$ cat src/rtl/lapido_mem_pkg.sv
// Shared definitions for the Lapido MEM stage: access-size encodings,
// FSM state type and the default bus timeout.
package lapido_mem_pkg;

  localparam logic [1:0] SIZE_WORD = 2'b00;
  localparam logic [1:0] SIZE_HALF = 2'b01;
  localparam logic [1:0] SIZE_BYTE = 2'b10;

  localparam int DEFAULT_TIMEOUT_CYCLES = 255;

  typedef enum logic [1:0] {
    ST_IDLE   = 2'b00,
    ST_ACCESS = 2'b01,
    ST_DONE   = 2'b10
  } mem_state_t;

endpackage

$ cat src/rtl/mem_lane_align.sv
// Combinational lane steering for the MEM stage: byte enables, store-data
// replication, load extraction/extension and misalignment detection.
module mem_lane_align
  import lapido_mem_pkg::*;
(
  input  logic [1:0]  addr_lo,
  input  logic [1:0]  size,
  input  logic        signed_load,
  input  logic [31:0] store_data,
  input  logic [31:0] rdata,
  output logic [3:0]  byte_en,
  output logic [31:0] wdata,
  output logic [31:0] load_data,
  output logic        misaligned
);

  logic [31:0] shifted;

  // Decode size and low address bits into lane controls and aligned load data.
  always_comb begin
    shifted    = rdata >> {addr_lo, 3'b000};
    byte_en    = 4'b1111;
    wdata      = store_data;
    load_data  = shifted;
    misaligned = 1'b0;
    case (size)
      SIZE_BYTE: begin
        byte_en   = 4'b0001 << addr_lo;
        wdata     = {4{store_data[7:0]}};
        load_data = signed_load ? {{24{shifted[7]}}, shifted[7:0]}
                                : {24'd0, shifted[7:0]};
      end
      SIZE_HALF: begin
        byte_en    = addr_lo[1] ? 4'b1100 : 4'b0011;
        wdata      = {2{store_data[15:0]}};
        load_data  = signed_load ? {{16{shifted[15]}}, shifted[15:0]}
                                 : {16'd0, shifted[15:0]};
        misaligned = addr_lo[0];
      end
      default: begin
        // Word, and the reserved encoding which behaves as a word.
        misaligned = |addr_lo;
      end
    endcase
  end

endmodule

$ cat src/rtl/mem_access_stage.sv
// Lapido MEM stage: converts EX/MEM load/store controls into a req/ack
// data-memory transaction, stalls upstream while it is outstanding and
// presents results to mem_wb.
module mem_access_stage
  import lapido_mem_pkg::*;
#(
  parameter int TIMEOUT_CYCLES = DEFAULT_TIMEOUT_CYCLES
) (
  input  logic        clock,
  input  logic        reset_n,
  input  logic        memRead_in,
  input  logic        memWrite_in,
  input  logic        memToReg_in,
  input  logic [1:0]  accessSize_in,
  input  logic        signedLoad_in,
  input  logic [31:0] ALUResult_in,
  input  logic [31:0] storeData_in,
  output logic        busReq,
  output logic        busWe,
  output logic [31:0] busAddr,
  output logic [3:0]  busByteEn,
  output logic [31:0] busWData,
  input  logic [31:0] busRData,
  input  logic        busAck,
  output logic        stall,
  output logic        misaligned,
  output logic        busError,
  output logic [31:0] DataOutDataMemory,
  output logic        memToReg,
  output logic [31:0] ALUResult
);

  // Counter runs from 0; the access aborts on the cycle it reads LAST_CNT.
  localparam logic [7:0] LAST_CNT = 8'(TIMEOUT_CYCLES - 1);

  mem_state_t  state_q, state_d;
  logic [31:0] addr_q, addr_d;
  logic [1:0]  size_q, size_d;
  logic        signed_q, signed_d;
  logic [31:0] sdata_q, sdata_d;
  logic        we_q, we_d;
  logic        mtr_q, mtr_d;
  logic [7:0]  cnt_q, cnt_d;
  logic [31:0] rdata_q, rdata_d;
  logic        err_q, err_d;

  logic        in_idle, in_access, in_done;
  logic        mem_op;
  logic        stall_c, mis_c;

  logic [1:0]  al_addr_lo;
  logic [1:0]  al_size;
  logic [3:0]  al_byte_en;
  logic [31:0] al_wdata;
  logic [31:0] al_load;
  logic        al_mis;

  assign in_idle   = (state_q == ST_IDLE);
  assign in_access = (state_q == ST_ACCESS);
  assign in_done   = (state_q == ST_DONE);
  assign mem_op    = memRead_in | memWrite_in;

  // In IDLE the aligner checks the incoming op; afterwards it works from
  // the latched transaction so the bus stays stable until ack.
  assign al_addr_lo = in_idle ? ALUResult_in[1:0] : addr_q[1:0];
  assign al_size    = in_idle ? accessSize_in     : size_q;

  mem_lane_align u_align (
    .addr_lo     (al_addr_lo),
    .size        (al_size),
    .signed_load (signed_q),
    .store_data  (sdata_q),
    .rdata       (busRData),
    .byte_en     (al_byte_en),
    .wdata       (al_wdata),
    .load_data   (al_load),
    .misaligned  (al_mis)
  );

  // Next-state, transaction latching, timeout counting and data capture.
  always_comb begin
    state_d  = state_q;
    addr_d   = addr_q;
    size_d   = size_q;
    signed_d = signed_q;
    sdata_d  = sdata_q;
    we_d     = we_q;
    mtr_d    = mtr_q;
    cnt_d    = cnt_q;
    rdata_d  = rdata_q;
    err_d    = err_q;
    stall_c  = 1'b0;
    mis_c    = 1'b0;
    case (state_q)
      ST_IDLE: begin
        cnt_d = 8'd0;
        if (mem_op) begin
          if (al_mis) begin
            mis_c = 1'b1;
          end else begin
            addr_d   = ALUResult_in;
            size_d   = accessSize_in;
            signed_d = signedLoad_in;
            sdata_d  = storeData_in;
            we_d     = memWrite_in;
            mtr_d    = memToReg_in;
            rdata_d  = 32'd0;
            err_d    = 1'b0;
            stall_c  = 1'b1;
            state_d  = ST_ACCESS;
          end
        end
      end
      ST_ACCESS: begin
        stall_c = 1'b1;
        cnt_d   = cnt_q + 8'd1;
        if (busAck) begin
          rdata_d = we_q ? 32'd0 : al_load;
          state_d = ST_DONE;
        end else if (cnt_q == LAST_CNT) begin
          rdata_d = 32'd0;
          err_d   = 1'b1;
          state_d = ST_DONE;
        end
      end
      ST_DONE: begin
        state_d = ST_IDLE;
      end
      default: begin
        state_d = ST_IDLE;
      end
    endcase
  end

  // State and latched-transaction registers; reset abandons any access.
  always_ff @(posedge clock or negedge reset_n) begin
    if (!reset_n) begin
      state_q  <= ST_IDLE;
      addr_q   <= 32'd0;
      size_q   <= SIZE_WORD;
      signed_q <= 1'b0;
      sdata_q  <= 32'd0;
      we_q     <= 1'b0;
      mtr_q    <= 1'b0;
      cnt_q    <= 8'd0;
      rdata_q  <= 32'd0;
      err_q    <= 1'b0;
    end else begin
      state_q  <= state_d;
      addr_q   <= addr_d;
      size_q   <= size_d;
      signed_q <= signed_d;
      sdata_q  <= sdata_d;
      we_q     <= we_d;
      mtr_q    <= mtr_d;
      cnt_q    <= cnt_d;
      rdata_q  <= rdata_d;
      err_q    <= err_d;
    end
  end

  // Bus side is a pure decode of registered state: no path from busAck.
  assign busReq    = in_access;
  assign busWe     = in_access & we_q;
  assign busAddr   = in_access ? {addr_q[31:2], 2'b00} : 32'd0;
  assign busByteEn = in_access ? al_byte_en : 4'd0;
  assign busWData  = in_access ? al_wdata : 32'd0;

  // Pipeline-facing outputs; stall and misaligned are forced low in reset.
  assign stall             = reset_n & stall_c;
  assign misaligned        = reset_n & mis_c;
  assign busError          = in_done & err_q;
  assign DataOutDataMemory = in_done ? rdata_q : 32'd0;
  assign ALUResult         = in_idle ? ALUResult_in : addr_q;
  assign memToReg          = in_idle ? memToReg_in : mtr_q;

endmodule

$ cat config.mk
export PLATFORM = sky130hd
export DESIGN_NAME = mem_access_stage
export DESIGN_NICKNAME = d
export VERILOG_FILES = /design/src/rtl/lapido_mem_pkg.sv /design/src/rtl/mem_lane_align.sv /design/src/rtl/mem_access_stage.sv
export SDC_FILE = /design/constraint.sdc
export NUM_CORES = 1
export LEC_CHECK = 0
export ABC_AREA = 0
export ABC_CLOCK_PERIOD_IN_PS = 10000
export BUFFER_PORTS_ARGS = -buffer_cell sky130_fd_sc_hd__buf_4
export CAP_MARGIN = 20
export CORE_MARGIN = 1.5
export CORE_UTILIZATION = 30
export DETAILED_ROUTE_END_ITERATION = 6
export PLACE_DENSITY = 0.59
export SLEW_MARGIN = 30
export SYNTH_ARGS = -nofsm -noshare
export SYNTH_HDL_FRONTEND = slang
export SYNTH_SLANG_ARGS = --single-unit
$ cat constraint.sdc
create_clock -name clock -period 10 [get_ports clock]
set_input_delay 3 -clock clock [delete_from_list [all_inputs] [get_ports clock]]
set_output_delay 3 -clock clock [all_outputs]
set_load 0.01 [all_outputs]
# Yosys cells after proc, flatten, opt, wreduce, memory -nomap -nowiden
# Cells that the tools add are included.
[totals]
regBits = 112
[classes]
n_reduce_logical = 7
eq_ne = 10
shifts = 2
bitwise = 6
add_sub_neg = 1
muxes = 38
[op_table]
columns = ["op", "n"]
rows = [
  ["32-bit two-way mux", 11],
  ["32-bit one-hot mux with 2 select lines", 3],
  ["32-bit by 5-bit right shift with 32-bit output", 1],
  ["8-bit one-hot mux with 2 select lines", 1],
  ["2-bit two-way mux", 6],
  ["1-bit two-way mux", 10],
  ["8-bit by 1-bit adder with 8-bit output (second input constant)", 1],
  ["8-bit == test (second input constant)", 1],
  ["4-bit two-way mux", 2],
  ["4-bit one-hot mux with 2 select lines", 1],
  ["1-bit one-hot mux with 2 select lines", 3],
  ["3-bit AND reduction", 2],
  ["5-bit AND reduction", 1],
  ["1-bit AND", 4],
  ["2-bit by 1-bit == test with 1-bit output (second input constant)", 2],
  ["2-bit == test (second input constant)", 2],
  ["2-bit by 1-bit inequality test with 1-bit output (second input constant)", 2],
  ["2-bit inequality test (second input constant)", 2],
  ["2-bit one-hot mux with 2 select lines", 1],
  ["4-bit AND reduction", 1],
  ["1-bit by 2-bit << shifter with 4-bit output (first input constant)", 1],
  ["3-bit by 2-bit inequality test with 1-bit output (second input constant)", 1],
  ["2-bit zero test", 1],
  ["2-bit nonzero test", 1],
  ["3 further kinds", 3],
]

# Depth between registers and ports, before layout
# Gate-level depths: netlist of run 1.
[depth]
depth_word = 8
depth_mapped = 14
mapped_depth_nobuf = 10

# Hierarchy
# A second synthesis of run 1 with hierarchy kept.
[unflattened]
cells_unflattened = 727
area_unflattened_um2 = 7101.8
[by_module_without_submodules]
columns = ["module", "seq_area_each_um2", "area_each_um2", "n_inst", "cells_per_inst"]
rows = [
  ["mem_access_stage", 2802.7, 5836.8, 1, 531],
  ["mem_lane_align", 0.0, 1265.0, 1, 196],
]

# Least setup slack after synthesis of run 1
# No wires, ideal clock.
[synth_path]
path_kind = "input to output"
startpoint = "input accessSize_in[1]"
endpoint = "output busWData[23]"
n_path_buf = 3
t_required_ns = 7.000
path_stages = 7
setup_slack_ns = 2.234
t_arrival_ns = 4.766
path_cell_list = "mux2_2 > ha_1 > buf_1 > clkbuf_1 > buf_1 > a22oi_1 > nor2_1"
[synth_via]
elab_chain_cells = 4
[synth_lines]
columns = ["element", "line", "rtl"]
rows = [
  ["start, declared", "mem_access_stage.sv:14", "input logic [1:0] accessSize_in,"],
  ["2-bit two-way mux (*)", "mem_access_stage.sv:66", "assign al_size = in_idle ? accessSize_in : size_q;"],
  ["2-bit by 1-bit == test with 1-bit output / 2-bit == test (equally long branches)", "mem_lane_align.sv:26", "case (size)"],
  ["32-bit one-hot mux with 2 select lines (*)", "mem_lane_align.sv:26", ""],
  ["32-bit two-way mux (*)", "mem_access_stage.sv:167", "assign busWData = in_access ? al_wdata : 32'd0;"],
  ["end, declared", "mem_access_stage.sv:22", "output logic [31:0] busWData,"],
]
# Every way passes the cells marked *; elsewhere a longest branch is shown, timed or not.

# Worst setup path after layout of run 1
[layout_path]
startpoint = "input accessSize_in[1]"
endpoint = "output stall"
[layout_via]
elab_chain_cells = 7
[layout_lines]
columns = ["element", "line", "rtl"]
rows = [
  ["2-bit two-way mux (*)", "mem_access_stage.sv:66", ""],
  ["2-bit by 1-bit == test with 1-bit output / 2-bit == test (equally long branches)", "mem_lane_align.sv:26", ""],
  ["1-bit one-hot mux with 2 select lines (*)", "mem_lane_align.sv:26", ""],
  ["1-bit two-way mux (*)", "mem_access_stage.sv:98", "if (al_mis) begin"],
  ["1-bit two-way mux (*)", "mem_access_stage.sv:97", "if (mem_op) begin"],
  ["1-bit one-hot mux with 2 select lines (*)", "mem_access_stage.sv:94", "case (state_q)"],
  ["1-bit AND (*)", "mem_access_stage.sv:170", "assign stall = reset_n & stall_c;"],
  ["end, declared", "mem_access_stage.sv:25", "output logic stall,"],
]
# Marked as above.

==> impl_metrics.toml, run 1 <==
[clocking]
postCtsSetupRepairBufs = 0
clock_latency_ns = 0.36
cts_hold_buf = 0
cts_tree = "built"
path_clk_slew_ns = 0.08
root_buffer = "clkbuf_16"
cts.sinks = 112
post_cts_resized = 0
htree_levels = 3
numCtsBuffers = 9
clockBufferDepth = 2

[power_and_ir_drop]
leakagePower_nw = 4.26
powerDensity_mw_per_mm2 = 335
ir_worst_vdd_uv = 156

[route]
firstDrtPassIters = 5
wl_per_cell_um = 18.1
drtAntennaViolNets = 0
dr_wl_met2_um = 9290
wl_um = 19800
top_layer_used = "met5"
wl_met1_um = 8560
wl_met3_um = 1540
routed_via_density = 4.97
drc = 0
initialDrtViolationCount = 235
num_vias = 5448

[worst_hold_path]
hold_class = "reg2reg"

[sta]
slew_headroom = 0.531
timing.final.crit_share = 0.825
hold_violations = 0
layout_setup_ws_ns = 1.75
tightestPinTransition_ns = 0.703
fin_skew_ns = 0.0110
rsz0062_at_grt = "no"
drv_slew = 0
timing.hold.ws_ns = 0.482
finalSetupTns_ns = 0
setup-violations-final = 0
fin_crit_ns = 8.25
max_freq_ghz = 0.121

[global_routing]
grt_max_degree = 71
grt_first_pass_wirelength_um = 31000
grt_pass1_vias = 5476
overflow = 0
grt_usage = 0.182
grt_antenna_before_repair = 1

[yosys]
netlist_top_cells_count = "112 x dfrtp_1, 100 x mux2_2, 75 x and2_1"
synth_cells = 601
synth_most_common_cell = "dfrtp_1"
yosys_register_bits = 112
synth_area_mm2 = 0.00631
synth-edff-count = 0
ys_seq_area_frac = 0.444
yosysWarnings = 0
synth_area_leaders = "dfrtp_1 44%, mux2_2 18%, and2_1 7.4%"
yosysTopAreaCell = "dfrtp_1"
ys.flop_type = "dfrtp_1"
ys_types = 55
yosys.area.top_type_share = 0.444
ys_async_sr_fraction = 1.00
synth.avg_cell_area_um2 = 10.5

[floorplanning]
coreArea_mm2 = 0.0204
initial_core_util = 0.309
die_w_um = 148
dieHeight_um = 148
fp-row-count = 52
io_pins = 243
dieArea_mm2 = 0.0219

[critical_path]
crit_cells = 10
cp_cell_sequence = "buf_4, mux2_2, ha_1, buf_4, or2_2, a21boi_1, o21ai_4, nand2b_1, and3_1, buf_4"
worst_ep_required_time_ns = 7.00
timing.rr.start = "state_q[0]"
r2r_cells = 9
crit_arrival_ns = 5.25
critPathKind = "in2out"
r2r-end = "addr_q[4]"
max_stage_delay_ns = 0.44
worst_path_max_delay_cell = "or2_2"
crit_end = "stall"
crit_top_cell = "buf_4"
cp-startpoint = "accessSize_in[1]"
path_delay_family = "simple AND/OR/NAND/NOR gates"
crit_buf_inv = 3
path_max_fanout = 40
critPathLaunchType = "primary input"
setup.worst_path.end_class = "output port"
r2r_setup_slack_ns = 6.02

[placement]
portBuffers = 240
placedCellCount = 1080
place.detailed.hpwl_um = 14200
gp_congestion = 0.849
place_ws_ns = 1.73

[layout]
drive_gt1_frac = 0.467
antennaDiodeCount = 0
areaGrowthSynthToFinish_pct = 37.3
fin_cells = 1096
nets = 930
fin_util = 0.424

[flow_run]
maxCapViolCount = 0

[outcome]
outcome = "complete, no violations"
==> where the power goes <==
part,internal (mW),total (mW),switching (mW),leakage (nW)
registers,0.650,0.802,0.152,1.40
logic,0.831,1.71,0.883,2.71
clock network,0.200,0.385,0.185,0.153
==> state kept, by name (all words and copies together), names as in the netlist <==
signal    cells
addr_q       32
rdata_q      32
sdata_q      32
cnt_q         8
size_q        2
state_q       2
err_q         1
mtr_q         1
signed_q      1
we_q          1
==> cell type report <==
class | instances | area [um2]
Multi-Input combinational cell | 424 | 3250
Clock inverter | 7 | 85.1
Tap cell | 270 | 338
Fill cell | 2064 | 11800
Timing Repair Buffer | 249 | 1880
Sequential cell | 112 | 2800
Clock buffer | 9 | 225
Inverter | 25 | 93.8
==> layout by cell type (no fill, tap or decap), drive strengths merged, types with 13 or more instances in the layout <==
cell type / n
buf: 249
mux2: 100
a21oi: 27
a221o: 16
inv: 29
nand2: 49
o21ai: 15
mux2i: 15
nand3: 13
nor2: 33
dfrtp: 112
and2: 75
==> cells by family after synthesis <==
kind of cell	count (synthesis)	share of synthesized area
AOI/OAI and AO/OA	109	0.131
xor gates and xnor gates	3	0.00416
adders and majority gates	4	0.00793
buffers and inverters	66	0.0454
DFF	112	0.444
muxes	115	0.202
other	1	0.000594
and+or+nand+nor	191	0.165
==> routing by layer <==
layer,up-vias,track usage
met5,-,0
met4,2,0.0599
met3,27,0.0436
met2,222,0.286
met1,2621,0.246
li1,2576,-
==> stage by stage <==
stage          instance area [um2]  total power, mW
2_1_floorplan                 6320             1.89
4_1_cts                       8660             2.94
3_5_place_dp                  8350             2.54
6_report                      8670             2.90
3_3_place_gp                  8350             2.52
5_1_grt                       8670             3.13
==> worst min-delay path by stage <==
stage | start | to | slack (ns) | cells after the start
floorplan | rdata_q[16] | rdata_q[16] | 0.45 | 1
global placement | rdata_q[18] | rdata_q[18] | 0.46 | 1
detailed placement | rdata_q[16] | rdata_q[16] | 0.47 | 1
CTS | rdata_q[16] | rdata_q[16] | 0.49 | 1
global route | rdata_q[22] | rdata_q[22] | 0.50 | 1
finish | rdata_q[22] | rdata_q[22] | 0.48 | 1
No activity file was read; power rests on OpenSTA's default activity.
==> run 2: changes to the inputs <==
--- a/config.mk
+++ b/config.mk
@@ -6,7 +6,7 @@
 export NUM_CORES = 1
 export LEC_CHECK = 0
 export ABC_AREA = 0
-export ABC_CLOCK_PERIOD_IN_PS = 10000
+export ABC_CLOCK_PERIOD_IN_PS = 8350
 export BUFFER_PORTS_ARGS = -buffer_cell sky130_fd_sc_hd__buf_4
 export CAP_MARGIN = 20
 export CORE_MARGIN = 1.5
==> constraint.sdc (replaced) <==
create_clock -name clock -period 8.35 [get_ports clock]
set_input_delay 2.505 -clock clock [delete_from_list [all_inputs] [get_ports clock]]
set_output_delay 2.505 -clock clock [all_outputs]
set_load 0.01 [all_outputs]
==> run 2 against run 1 <==
Global-route usage fell by 0.21 points. Sequential power increased by 20%. Flip-flop and latch count did not move. Register-to-register slack lost 1.6 ns. Critical path depth decreased by 1. Routed wire length increased by 0.11%. Clock-buffer cell count is the same. Die area unchanged. Highest routed layer unchanged. Combinational power grew 20%.
==> impl_metrics.toml, run 2 (same netlist as run 1, synthesis figures left out) <==
[outcome]
outcome = "complete, no violations"

[route]
wl_met3_um = 1550
wl_met1_um = 8550
drtAntennaViolNets = 0
wl_um = 19800
routed_via_density = 4.98
initialDrtViolationCount = 250
top_layer_used = "met5"
dr_wl_met2_um = 9230
num_vias = 5453
drc = 0
wl_per_cell_um = 18.1
firstDrtPassIters = 5

[critical_path]
setup.worst_path.end_class = "output port"
path_max_fanout = 13
critPathKind = "in2out"
path_delay_family = "simple AND/OR/NAND/NOR gates"
r2r-end = "sdata_q[24]"
crit_buf_inv = 3
r2r_cells = 9
cp_cell_sequence = "buf_4, mux2_2, inv_1, ha_1, or2_2, o311ai_0, a21oi_1, and4b_1, buf_4"
worst_ep_required_time_ns = 5.85
worst_path_max_delay_cell = "ha_1"
critPathLaunchType = "primary input"
max_stage_delay_ns = 0.49
timing.rr.start = "state_q[0]"
crit_arrival_ns = 4.61
r2r_setup_slack_ns = 4.39
crit_top_cell = "buf_4"

[clocking]
cts_tree = "built"
postCtsSetupRepairBufs = 0
clock_latency_ns = 0.35
cts.sinks = 112
root_buffer = "clkbuf_16"
numCtsBuffers = 9
path_clk_slew_ns = 0.07
post_cts_resized = 0
cts_hold_buf = 0
htree_levels = 3
clockBufferDepth = 2

[worst_hold_path]
min_to = "rdata_q[21]"
hold_class = "reg2reg"
min_delay_path_depth = 1
min_from = "rdata_q[21]"

[sta]
layout_setup_ws_ns = 1.24
tightestPinTransition_ns = 0.741
fin_skew_ns = 0.0133
hold_violations = 0
drv_slew = 0
fin_crit_ns = 7.11
finalSetupTns_ns = 0
timing.final.crit_share = 0.852
setup-violations-final = 0
max_freq_ghz = 0.141
rsz0062_at_grt = "no"
slew_headroom = 0.505

[flow_run]
maxCapViolCount = 0

[layout]
areaGrowthSynthToFinish_pct = 37.2
top_regs = "addr_q x32, rdata_q x32, sdata_q x32"
drive_gt1_frac = 0.467
nets = 930
layout_common_cells = "247 x buf_4, 112 x dfrtp_1, 100 x mux2_2"
layout_commonest_cell = "buf_4"
antennaDiodeCount = 0

[power_and_ir_drop]
leakagePower_nw = 4.25
ir_worst_vdd_uv = 167
powerDensity_mw_per_mm2 = 401
finalPower_mw = 3.47

[floorplanning]
fp-row-count = 52
dieHeight_um = 148
io_pins = 243
die_w_um = 148
dieArea_mm2 = 0.0219
initial_core_util = 0.309
coreArea_mm2 = 0.0204

[placement]
place.detailed.hpwl_um = 14100
place_ws_ns = 1.18
gp_congestion = 0.853
portBuffers = 240

[global_routing]
grt_max_degree = 71
grt_antenna_before_repair = 1
grt_first_pass_wirelength_um = 30500
grt_usage = 0.180
grt_pass1_vias = 5382
overflow = 0
==> run 2: cell types whose count changed in the layout (fill, tap and decap cells not counted) <==
| cell | change |
|---|---|
| clkinvlp_4 | +1 |
| clkinv_4 | -1 |
| clkinv_2 | +1 |
| inv_8 | -1 |
==> run 2: final cells by class <==
type,count,area [um2]
Tap cell,270,338
Timing Repair Buffer,249,1880
Sequential cell,112,2800
Clock inverter,7,77.6
Clock buffer,9,225
Multi-Input combinational cell,424,3250
Fill cell,2059,11800
Inverter,25,93.8
==> run 2: report_power, final <==
part	leakage (nW)	switching (mW)	internal [mW]
clock	0.147	0.219	0.237
sequential	1.40	0.182	0.779
combinational	2.71	1.06	0.995
total	4.25	1.46	2.01
==> run 2: per-stage QoR <==
stage	hold WS, ns	cells	instance area, um2	util
detailed placement	0.468	1080	8350	0.409
CTS	0.485	1096	8650	0.424
finish	0.482	1096	8660	0.424
global route	0.493	1096	8660	0.424
global placement	0.460	1080	8350	0.409
floorplan	0.450	602	6320	-
==> run 2: how the worst max path moves through the flow <==
stage	from	to	slack, ns	cells past startpoint
finish	accessSize_in[1]	misaligned	1.24	9
global route	accessSize_in[0]	stall	1.10	10
CTS	accessSize_in[1]	misaligned	1.18	9
detailed placement	accessSize_in[1]	misaligned	1.18	9
global placement	accessSize_in[1]	misaligned	1.22	9
floorplan	accessSize_in[1]	busWData[23]	1.57	7
==> run 2: metal layers <==
metal | up-vias | global-route usage
met2 | 217 | 0.282
met1 | 2642 | 0.239
met3 | 27 | 0.0466
met4 | 2 | 0.0649
met5 | - | 0
li1 | 2565 | -
==> run 3: changes to the inputs <==
--- a/config.mk
+++ b/config.mk
@@ -10,9 +10,9 @@
 export BUFFER_PORTS_ARGS = -buffer_cell sky130_fd_sc_hd__buf_4
 export CAP_MARGIN = 20
 export CORE_MARGIN = 1.5
-export CORE_UTILIZATION = 30
+export CORE_UTILIZATION = 25
 export DETAILED_ROUTE_END_ITERATION = 6
-export PLACE_DENSITY = 0.59
+export PLACE_DENSITY = 0.52
 export SLEW_MARGIN = 30
 export SYNTH_ARGS = -nofsm -noshare
 export SYNTH_HDL_FRONTEND = slang
==> run 3 against run 2 <==
Global-route usage is 2.2 points lower. Critical path type unchanged. Sequential power hardly changed. Maximum frequency rose by 1.6%. Non-clock buffer count up 2. Worst hold slack improved by 0.0035 ns. Clock power fell by 3%.
==> impl_metrics.toml, run 3 (same netlist as run 1, synthesis figures left out) <==
[floorplanning]
coreArea_mm2 = 0.0245
fp-row-count = 57
dieHeight_um = 162
dieArea_mm2 = 0.0262
io_pins = 243
die_w_um = 162
initial_core_util = 0.257

[sta]
rsz0062_at_grt = "no"
finalSetupTns_ns = 0
setup-violations-final = 0
timing.hold.ws_ns = 0.485
timing.final.crit_share = 0.839
tightestPinTransition_ns = 0.705
max_freq_ghz = 0.143
hold_violations = 0
slew_headroom = 0.530
fin_skew_ns = 0.0110
layout_setup_ws_ns = 1.35
fin_crit_ns = 7.00
drv_slew = 0

[critical_path]
r2r_setup_slack_ns = 4.90
timing.rr.start = "state_q[0]"
crit_buf_inv = 3
crit_arrival_ns = 4.50
path_delay_family = "compound AO/OA/AOI/OAI gates"
worst_path_max_delay_cell = "a21boi_1"
setup.worst_path.end_class = "output port"
max_stage_delay_ns = 0.36
worst_ep_required_time_ns = 5.85
critPathLaunchType = "primary input"
crit_top_cell = "buf_4"
r2r-end = "addr_q[31]"
critPathKind = "in2out"
cp_cell_sequence = "buf_4, mux2_2, ha_1, buf_4, a21o_1, a21boi_1, o21ai_4, nand2b_1, and3_1, buf_4"
cp-startpoint = "accessSize_in[1]"
path_max_fanout = 39
r2r_cells = 9

[flow_run]
maxCapViolCount = 0

[placement]
place.detailed.hpwl_um = 14800
place_ws_ns = 1.28
placed_area_mm2 = 0.00843
placedCellCount = 1136
portBuffers = 240
gp_congestion = 0.765

[layout]
fin_area_mm2 = 0.00873
top_regs = "addr_q x32, rdata_q x32, sdata_q x32"
nFillCells = 2536
fin_util = 0.356
layout_common_cells = "250 x buf_4, 112 x dfrtp_1, 100 x mux2_2"
drive_gt1_frac = 0.469
antennaDiodeCount = 0
layout_commonest_cell = "buf_4"
fin_cells = 1152
nets = 932
areaGrowthSynthToFinish_pct = 38.2

[clocking]
root_buffer = "clkbuf_16"
cts_tree = "built"
cts_hold_buf = 0
cts.sinks = 112
postCtsSetupRepairBufs = 0
post_cts_resized = 0
path_clk_slew_ns = 0.08
htree_levels = 3
clock_latency_ns = 0.36
clockBufferDepth = 2
numCtsBuffers = 9

[route]
num_vias = 5426
firstDrtPassIters = 6
drtAntennaViolNets = 0
wl_per_cell_um = 17.9
drc = 0
dr_wl_met2_um = 9740
wl_met3_um = 1730
wl_met1_um = 8780
initialDrtViolationCount = 216
top_layer_used = "met4"
wl_um = 20700
routed_via_density = 4.71

[worst_hold_path]
min_to = "rdata_q[18]"
min_delay_path_depth = 1
hold_class = "reg2reg"
min_from = "rdata_q[18]"

[power_and_ir_drop]
finalPower_mw = 3.46
leakagePower_nw = 4.26
powerDensity_mw_per_mm2 = 397
ir_worst_vdd_uv = 205

[global_routing]
grt_usage = 0.158
grt_max_degree = 71
grt_antenna_before_repair = 0
overflow = 0
grt_pass1_vias = 5602
grt_first_pass_wirelength_um = 32100

[outcome]
outcome = "complete, no violations"
-- run 3: changes by cell type in the layout (fill, tap and decap cells not counted) --
cell       before  now
buf_6           2    1
buf_4         247  250
bufinv_16       1    0
clkbuf_8        0    2
inv_6           3    2
-- run 3: how the worst max path moves through the flow --
stage	cells past startpoint	end	slack, ns
global placement	11	stall	1.31
CTS	11	stall	1.28
finish	10	stall	1.35
floorplan	7	busWData[23]	1.57
detailed placement	11	stall	1.28
global route	11	stall	1.14
-- run 3: report_power, final --
| part | switching, mW | internal, mW |
|---|---|---|
| Clock | 0.221 | 0.222 |
| Combinational | 1.06 | 0.997 |
| Sequential | 0.181 | 0.779 |
-- run 3: layer usage --
layer | vias up | GRT usage
li1 | 2560 | -
met5 | - | 0
met3 | 19 | 0.0455
met4 | 0 | 0.0555
met1 | 2614 | 0.199
met2 | 233 | 0.257
-- run 3: final cells by class --
class / count / area [um2] / share of cell area
Multi-Input combinational cell: 424 / 3250 / 0.372
Timing Repair Buffer: 251 / 1890 / 0.216
Sequential cell: 112 / 2800 / 0.321
Clock buffer: 11 / 253 / 0.0290
Tap cell: 324 / 405 / 0.0464
Clock inverter: 5 / 38.8 / 0.00444
Inverter: 25 / 93.8 / 0.0108
-- run 3: worst register-to-register path, cell delays in order (launching register included) --
cell,delay (ns)
dfrtp_1,0.61
nor2_4,0.24
mux2_2,0.36
ha_1,0.29
buf_4,0.38
a21o_1,0.18
a21boi_1,0.14
o21ai_4,0.11
buf_6,0.55
mux2_2,0.48
